[src/rtl/mmio_uart_pkg.sv]
// Shared constants and types for the memory-mapped UART transmitter:
// register offsets, STATUS bit positions, FSM states and the default divisor.
package mmio_uart_pkg;

    localparam logic [3:0] OFF_TXDATA  = 4'h0;
    localparam logic [3:0] OFF_STATUS  = 4'h4;
    localparam logic [3:0] OFF_BAUDDIV = 4'h8;
    localparam logic [3:0] OFF_RSVD    = 4'hC;

    localparam int STAT_FULL  = 0;
    localparam int STAT_EMPTY = 1;
    localparam int STAT_BUSY  = 2;
    localparam int STAT_OVF   = 3;

    localparam logic [15:0] DEFAULT_DIV_C = 16'd15;

    typedef enum logic [1:0] {
        ST_IDLE  = 2'd0,
        ST_START = 2'd1,
        ST_DATA  = 2'd2,
        ST_STOP  = 2'd3
    } uart_state_e;

    function automatic logic [31:0] status_word(
        input logic full,
        input logic empty,
        input logic busy,
        input logic ovf
    );
        logic [31:0] w;
        w = '0;
        w[STAT_FULL]  = full;
        w[STAT_EMPTY] = empty;
        w[STAT_BUSY]  = busy;
        w[STAT_OVF]   = ovf;
        return w;
    endfunction

endpackage

[src/rtl/mmio_fifo.sv]
// Synchronous FIFO with a count-based full/empty; a push while full is
// dropped even if a pop happens on the same edge.
module mmio_fifo #(
    parameter int WIDTH = 8,
    parameter int DEPTH = 4
) (
    input  logic             clk_i,
    input  logic             rst_ni,
    input  logic             push_i,
    input  logic             pop_i,
    input  logic [WIDTH-1:0] data_i,
    output logic [WIDTH-1:0] data_o,
    output logic             full_o,
    output logic             empty_o
);

    localparam int AW = (DEPTH > 1) ? $clog2(DEPTH) : 1;
    localparam int CW = AW + 1;

    logic [WIDTH-1:0] mem_q [DEPTH];
    logic [AW-1:0]    wr_ptr_q, wr_ptr_d;
    logic [AW-1:0]    rd_ptr_q, rd_ptr_d;
    logic [CW-1:0]    count_q, count_d;
    logic             do_push;
    logic             do_pop;

    assign full_o  = (count_q == CW'(DEPTH));
    assign empty_o = (count_q == '0);
    assign do_push = push_i && !full_o;
    assign do_pop  = pop_i && !empty_o;
    assign data_o  = mem_q[rd_ptr_q];

    // Pointers wrap naturally because DEPTH is a power of two.
    always_comb begin
        wr_ptr_d = wr_ptr_q;
        rd_ptr_d = rd_ptr_q;
        count_d  = count_q;
        if (do_push) begin
            wr_ptr_d = wr_ptr_q + AW'(1);
        end
        if (do_pop) begin
            rd_ptr_d = rd_ptr_q + AW'(1);
        end
        if (do_push && !do_pop) begin
            count_d = count_q + CW'(1);
        end else if (do_pop && !do_push) begin
            count_d = count_q - CW'(1);
        end
    end

    always_ff @(posedge clk_i) begin
        if (!rst_ni) begin
            wr_ptr_q <= '0;
            rd_ptr_q <= '0;
            count_q  <= '0;
        end else begin
            wr_ptr_q <= wr_ptr_d;
            rd_ptr_q <= rd_ptr_d;
            count_q  <= count_d;
        end
    end

    always_ff @(posedge clk_i) begin
        if (do_push) begin
            mem_q[wr_ptr_q] <= data_i;
        end
    end

endmodule

[src/rtl/mmio_uart_tx.sv]
// Memory-mapped 8N1 UART transmitter: register decode, TX FIFO, baud counter
// and the frame FSM. Each bit lasts (DIV+1) clocks.
module mmio_uart_tx
    import mmio_uart_pkg::*;
#(
    parameter logic [31:0] BASE_ADDR   = 32'hFFFF_0000,
    parameter int          FIFO_DEPTH  = 4,
    parameter logic [15:0] DEFAULT_DIV = DEFAULT_DIV_C
) (
    input  logic        clk,
    input  logic        reset,
    input  logic        memWrite,
    input  logic [31:0] dataAddr,
    input  logic [31:0] writeData,
    output logic [31:0] readData,
    output logic        hit,
    output logic        tx
);

    uart_state_e state_q, state_d;
    logic [15:0] bauddiv_q, bauddiv_d;
    logic [15:0] div_q, div_d;
    logic [15:0] baud_cnt_q, baud_cnt_d;
    logic [2:0]  bit_idx_q, bit_idx_d;
    logic [7:0]  shift_q, shift_d;
    logic        tx_q, tx_d;
    logic        ovf_q, ovf_d;

    logic [3:0]  offset;
    logic        bus_wr;
    logic        wr_txdata;
    logic        wr_status;
    logic        wr_bauddiv;
    logic        fifo_pop;
    logic        fifo_full;
    logic        fifo_empty;
    logic [7:0]  fifo_data;
    logic        busy;
    logic        bit_end;
    logic        load_frame;
    logic        unused_wdata;

    assign unused_wdata = ^writeData[31:16];

    assign hit        = (dataAddr[31:4] == BASE_ADDR[31:4]);
    assign offset     = dataAddr[3:0];
    assign bus_wr     = reset && memWrite && hit;
    assign wr_txdata  = bus_wr && (offset == OFF_TXDATA);
    assign wr_status  = bus_wr && (offset == OFF_STATUS);
    assign wr_bauddiv = bus_wr && (offset == OFF_BAUDDIV);
    assign busy       = (state_q != ST_IDLE);
    assign bit_end    = (baud_cnt_q == div_q);
    assign tx         = tx_q;

    mmio_fifo #(
        .WIDTH (8),
        .DEPTH (FIFO_DEPTH)
    ) u_fifo (
        .clk_i   (clk),
        .rst_ni  (reset),
        .push_i  (wr_txdata),
        .pop_i   (fifo_pop),
        .data_i  (writeData[7:0]),
        .data_o  (fifo_data),
        .full_o  (fifo_full),
        .empty_o (fifo_empty)
    );

    always_comb begin
        readData = '0;
        if (hit) begin
            case (offset)
                OFF_STATUS:  readData = status_word(fifo_full, fifo_empty, busy, ovf_q);
                OFF_BAUDDIV: readData = {16'h0000, bauddiv_q};
                default:     readData = '0;
            endcase
        end
    end

    // A new overflow wins over a simultaneous clear.
    always_comb begin
        bauddiv_d = bauddiv_q;
        ovf_d     = ovf_q;
        if (wr_bauddiv) begin
            bauddiv_d = writeData[15:0];
        end
        if (wr_status && writeData[STAT_OVF]) begin
            ovf_d = 1'b0;
        end
        if (wr_txdata && fifo_full) begin
            ovf_d = 1'b1;
        end
    end

    always_comb begin
        state_d    = state_q;
        div_d      = div_q;
        baud_cnt_d = baud_cnt_q;
        bit_idx_d  = bit_idx_q;
        shift_d    = shift_q;
        tx_d       = tx_q;
        fifo_pop   = 1'b0;
        load_frame = 1'b0;
        case (state_q)
            ST_IDLE: begin
                tx_d = 1'b1;
                if (!fifo_empty) begin
                    load_frame = 1'b1;
                end
            end
            ST_START: begin
                if (bit_end) begin
                    baud_cnt_d = '0;
                    bit_idx_d  = '0;
                    state_d    = ST_DATA;
                    tx_d       = shift_q[0];
                end else begin
                    baud_cnt_d = baud_cnt_q + 16'd1;
                end
            end
            ST_DATA: begin
                if (bit_end) begin
                    baud_cnt_d = '0;
                    if (bit_idx_q == 3'd7) begin
                        state_d = ST_STOP;
                        tx_d    = 1'b1;
                    end else begin
                        bit_idx_d = bit_idx_q + 3'd1;
                        shift_d   = {1'b0, shift_q[7:1]};
                        tx_d      = shift_q[1];
                    end
                end else begin
                    baud_cnt_d = baud_cnt_q + 16'd1;
                end
            end
            ST_STOP: begin
                if (bit_end) begin
                    baud_cnt_d = '0;
                    if (!fifo_empty) begin
                        load_frame = 1'b1;
                    end else begin
                        state_d = ST_IDLE;
                        tx_d    = 1'b1;
                    end
                end else begin
                    baud_cnt_d = baud_cnt_q + 16'd1;
                end
            end
            default: begin
                state_d = ST_IDLE;
                tx_d    = 1'b1;
            end
        endcase
        // Frame start: the divisor is captured here so later BAUDDIV writes
        // only affect the next frame.
        if (load_frame) begin
            fifo_pop   = 1'b1;
            shift_d    = fifo_data;
            div_d      = bauddiv_q;
            baud_cnt_d = '0;
            bit_idx_d  = '0;
            state_d    = ST_START;
            tx_d       = 1'b0;
        end
    end

    always_ff @(posedge clk) begin
        if (!reset) begin
            state_q    <= ST_IDLE;
            bauddiv_q  <= DEFAULT_DIV;
            div_q      <= DEFAULT_DIV;
            baud_cnt_q <= '0;
            bit_idx_q  <= '0;
            shift_q    <= '0;
            tx_q       <= 1'b1;
            ovf_q      <= 1'b0;
        end else begin
            state_q    <= state_d;
            bauddiv_q  <= bauddiv_d;
            div_q      <= div_d;
            baud_cnt_q <= baud_cnt_d;
            bit_idx_q  <= bit_idx_d;
            shift_q    <= shift_d;
            tx_q       <= tx_d;
            ovf_q      <= ovf_d;
        end
    end

endmodule

[config.mk]
export PLATFORM = sky130hd
export DESIGN_NAME = mmio_uart_tx
export DESIGN_NICKNAME = d
export VERILOG_FILES = /design/src/rtl/mmio_uart_pkg.sv /design/src/rtl/mmio_fifo.sv /design/src/rtl/mmio_uart_tx.sv
export SDC_FILE = /design/constraint.sdc
export NUM_CORES = 1
export LEC_CHECK = 0
export CAP_MARGIN = 20
export CORE_MARGIN = 2
export CORE_UTILIZATION = 46
export CTS_CLUSTER_SIZE = 25
export DETAILED_ROUTE_END_ITERATION = 16
export PLACE_DENSITY = 0.76
export SLEW_MARGIN = 20
export SYNTH_ARGS = -nofsm -noshare
export SYNTH_HDL_FRONTEND = slang
export SYNTH_SLANG_ARGS = --single-unit
[constraint.sdc]
create_clock -name clk -period 3 [get_ports clk]
set_input_delay 0.3 -clock clk [delete_from_list [all_inputs] [get_ports clk]]
set_output_delay 0.3 -clock clk [all_outputs]
set_load 0.05 [all_outputs]
==> results.py <==
metrics = {
    "run_status": {
        "outcome": "finished, final reports clean",
    },
    "placement": {
        "post_dp_cell_area_um2": 5780,
        "io_buffers": 68,
        "place_inst": 681,
        "hpwl_mm": 7.66,
        "place.gp.congestion": 0.830,
    },
    "power_and_ir_drop": {
        "power_density_nw_per_um2": 601,
        "p_leak_nw": 2.20,
        "irDropWorstVdd_mv": 0.272,
    },
    "grt": {
        "gr-total-overflow": 0,
        "track_usage": 0.188,
        "grt_max_degree": 30,
        "antenna_found_initial": 0,
        "grt_pass1_vias": 3635,
        "grt_pass1_wl_mm": 17.1,
    },
    "sta": {
        "maxSlewHeadroom": 0.579,
        "fin_crit_sh": 0.936,
        "hold_viol_final": 0,
        "skew_ns": 0.0139,
        "slew_violations": 0,
        "tightest_slew_ns": 0.630,
        "fin_crit_ns": 2.81,
        "setup_violations": 0,
        "max_clock_freq_mhz": 356,
        "rsz0062_at_grt": "false",
    },
    "floorplan": {
        "die-width_um": 107,
        "fp.dieH_um": 107,
        "core_um2": 10300,
        "die-area_um2": 11400,
        "rows": 37,
        "start_util": 0.472,
        "boundaryPins": 101,
    },
    "cells_and_area": {
        "design_area_um2": 5970,
        "drive_gt1_frac": 0.116,
        "num-nets-final": 638,
        "n_fill_cell": 884,
        "final_common_cell": "dfxtp_1",
        "fin_util": 0.581,
        "n_antenna_cell": 0,
        "syn_to_final_growth_pct": 23.2,
        "final_cell_mix": "dfxtp_1 (72), nand2_1 (70), clkdlybuf4s50_1 (51)",
        "final_cells": 697,
    },
    "cts": {
        "tritoncts": "done",
        "clk_path_buf_depth": 2,
        "numCtsBuffers": 9,
        "clock_latency_ns": 0.38,
        "h-tree-depth": 3,
        "clk_pin_slew_ns": 0.10,
        "cts-root-buf": "clkbuf_8",
        "cts_hold_buf": 0,
        "numClockSinks": 104,
    },
    "synth": {
        "avgSynthCellArea_um2": 9.91,
        "yosys_register_bits": 104,
        "synth_top_cell_area_share": 0.297,
        "yosys-top-cells-area": "dfxtp_1 (30%), edfxtp_1 (20%), nand2_1 (5.4%)",
        "synth_cells": 489,
        "yosys.area.top_type": "dfxtp_1",
        "synth_edf_count": 32,
        "synth_flop_cell": "dfxtp_1",
        "syn_area_um2": 4850,
        "async_reset_ff_frac": 0,
        "synthDistinctLibCells": 50,
        "ys.warnings.count": 0,
        "ys_seq_area_frac": 0.495,
    },
    "routing": {
        "via_count": 3771,
        "drt.antenna.violating_nets": 0,
        "drc": 0,
        "drt_wl_total_mm": 10.4,
        "first_pass_iters": 5,
        "drt-vias-per-instance": 5.41,
        "drt_iter0_drc": 242,
        "post_drt_wl_per_cell_um": 15.0,
    },
    "critical_path": {
        "worstSetupStartpointType": "input port",
        "crit_slowest_cell": "or4_1",
        "crit_chain": "clkdlybuf4s50_1, nor4b_2, nand4_1, or4_1, buf_4, clkinv_2, and3_1, buf_12",
        "cpPeakStageDelay_ns": 0.58,
        "cp_max_fo": 16,
        "cp_data_required_time_ns": 2.70,
        "arrival_ns": 2.51,
        "endpoint_kind": "primary output",
        "crit_type": "in2out",
    },
    "hold_path": {
        "hold_path.class": "in2reg",
    },
    "job": {
        "max_cap_viol_count": 0,
    },
}
-- critical path: cells and delay by family --
family | cells | cell delay [ns]
and+or+nand+nor | 4 | 1.28
buffers and inverters | 4 | 0.93
-- per-stage QoR --
step	power, mW	hold WS, ns	TNS, ns	setup WS, ns
finish	3.59	0.450	0	0.191
global route	3.79	0.476	0	0.00971
CTS	3.59	0.454	0	0.0675
detailed placement	2.76	0.452	-0.169	-0.169
global placement	2.71	0.443	-0.0961	-0.0961
floorplan	2.49	0.399	0	0.0342
-- synthesized netlist by cell type, types with 4 or more instances --
library cell and n:
o21ai_0 22, inv_1 11, mux2i_1 6, nand2_1 70, buf_1 4, a221oi_1 7
buf_4 19, and3_1 14, buf_6 4, nor3_1 10, a21o_1 8, xnor2_1 26
and2_1 6, xor2_1 9, nor2_1 44, a22oi_1 4, edfxtp_1 32, ha_1 14
nor4_1 4, dfxtp_1 72, mux4_2 8, a21oi_1 21, nand3_1 10, nand4_1 15
clkbuf_1 11
-- kinds of logic (layout without fill, tap and decap cells) --
| group | count (synthesis) | in the layout | synth area share |
|---|---|---|---|
| AO/OA/AOI/OAI | 74 | 74 | 0.0939 |
| other | 1 | 16 | 0.000773 |
| AND/OR/NAND/NOR | 192 | 192 | 0.193 |
| adder cells (fa/ha/maj) | 15 | 15 | 0.0403 |
| XOR/XNOR | 35 | 35 | 0.0632 |
| multiplexers | 14 | 14 | 0.0495 |
| buffers and inverters | 54 | 111 | 0.0635 |
| flip-flops | 104 | 104 | 0.495 |
-- report_power, final --
part	switching (mW)	internal [mW]	leakage [nW]
combinational	0.621	0.436	1.24
clock	0.533	0.325	0.0958
sequential	0.116	1.56	0.871
total	1.27	2.32	2.20
-- worst paths after layout --
| check | start | endpoint | slack, ns | cells past startpoint |
|---|---|---|---|---|
| min | writeData[13] | bauddiv_q[13] | 0.45 | 3 |
| min reg2reg | ovf_q | ovf_q | 0.46 | 2 |
| max | dataAddr[13] | readData[4] | 0.19 | 8 |
| max reg2reg | u_fifo.count_q[0] | u_fifo.count_q[2] | 0.20 | 11 |
-- flip-flops by register name, indices dropped and copies added, names as in the netlist, named ones only --
| signal | count |
|---|---|
| shift_q | 8 |
| u_fifo.count_q | 3 |
| state_q | 2 |
| u_fifo.rd_ptr_q | 2 |
| bit_idx_q | 3 |
| div_q | 16 |
| bauddiv_q | 16 |
| baud_cnt_q | 16 |
| u_fifo.wr_ptr_q | 2 |
| u_fifo.mem_q | 32 |
| ovf_q | 1 |
| tx | 1 |
-- timing repair --
action / 4_1_cts / 5_1_grt
endpoints found under the setup margin: 0 / 2
resized for setup: 0 / 1
buffers inserted: 0 / 0
-- routing by layer --
metal	wire (µm)	GRT usage
met1	4530	0.246
met2	5130	0.321
met3	622	0.0383
met4	144	0.0464
met5	0	0
-- cell type report --
class / count / area (µm²) / share of cell area
Clock buffer: 9 / 124 / 0.0207
Clock inverter: 7 / 67.6 / 0.0113
Tap cell: 136 / 170 / 0.0285
Multi-Input combinational cell: 346 / 2210 / 0.369
Inverter: 14 / 53.8 / 0.00901
Timing Repair Buffer: 81 / 948 / 0.159
Sequential cell: 104 / 2400 / 0.402
No activity file was read; power rests on OpenSTA's default activity.
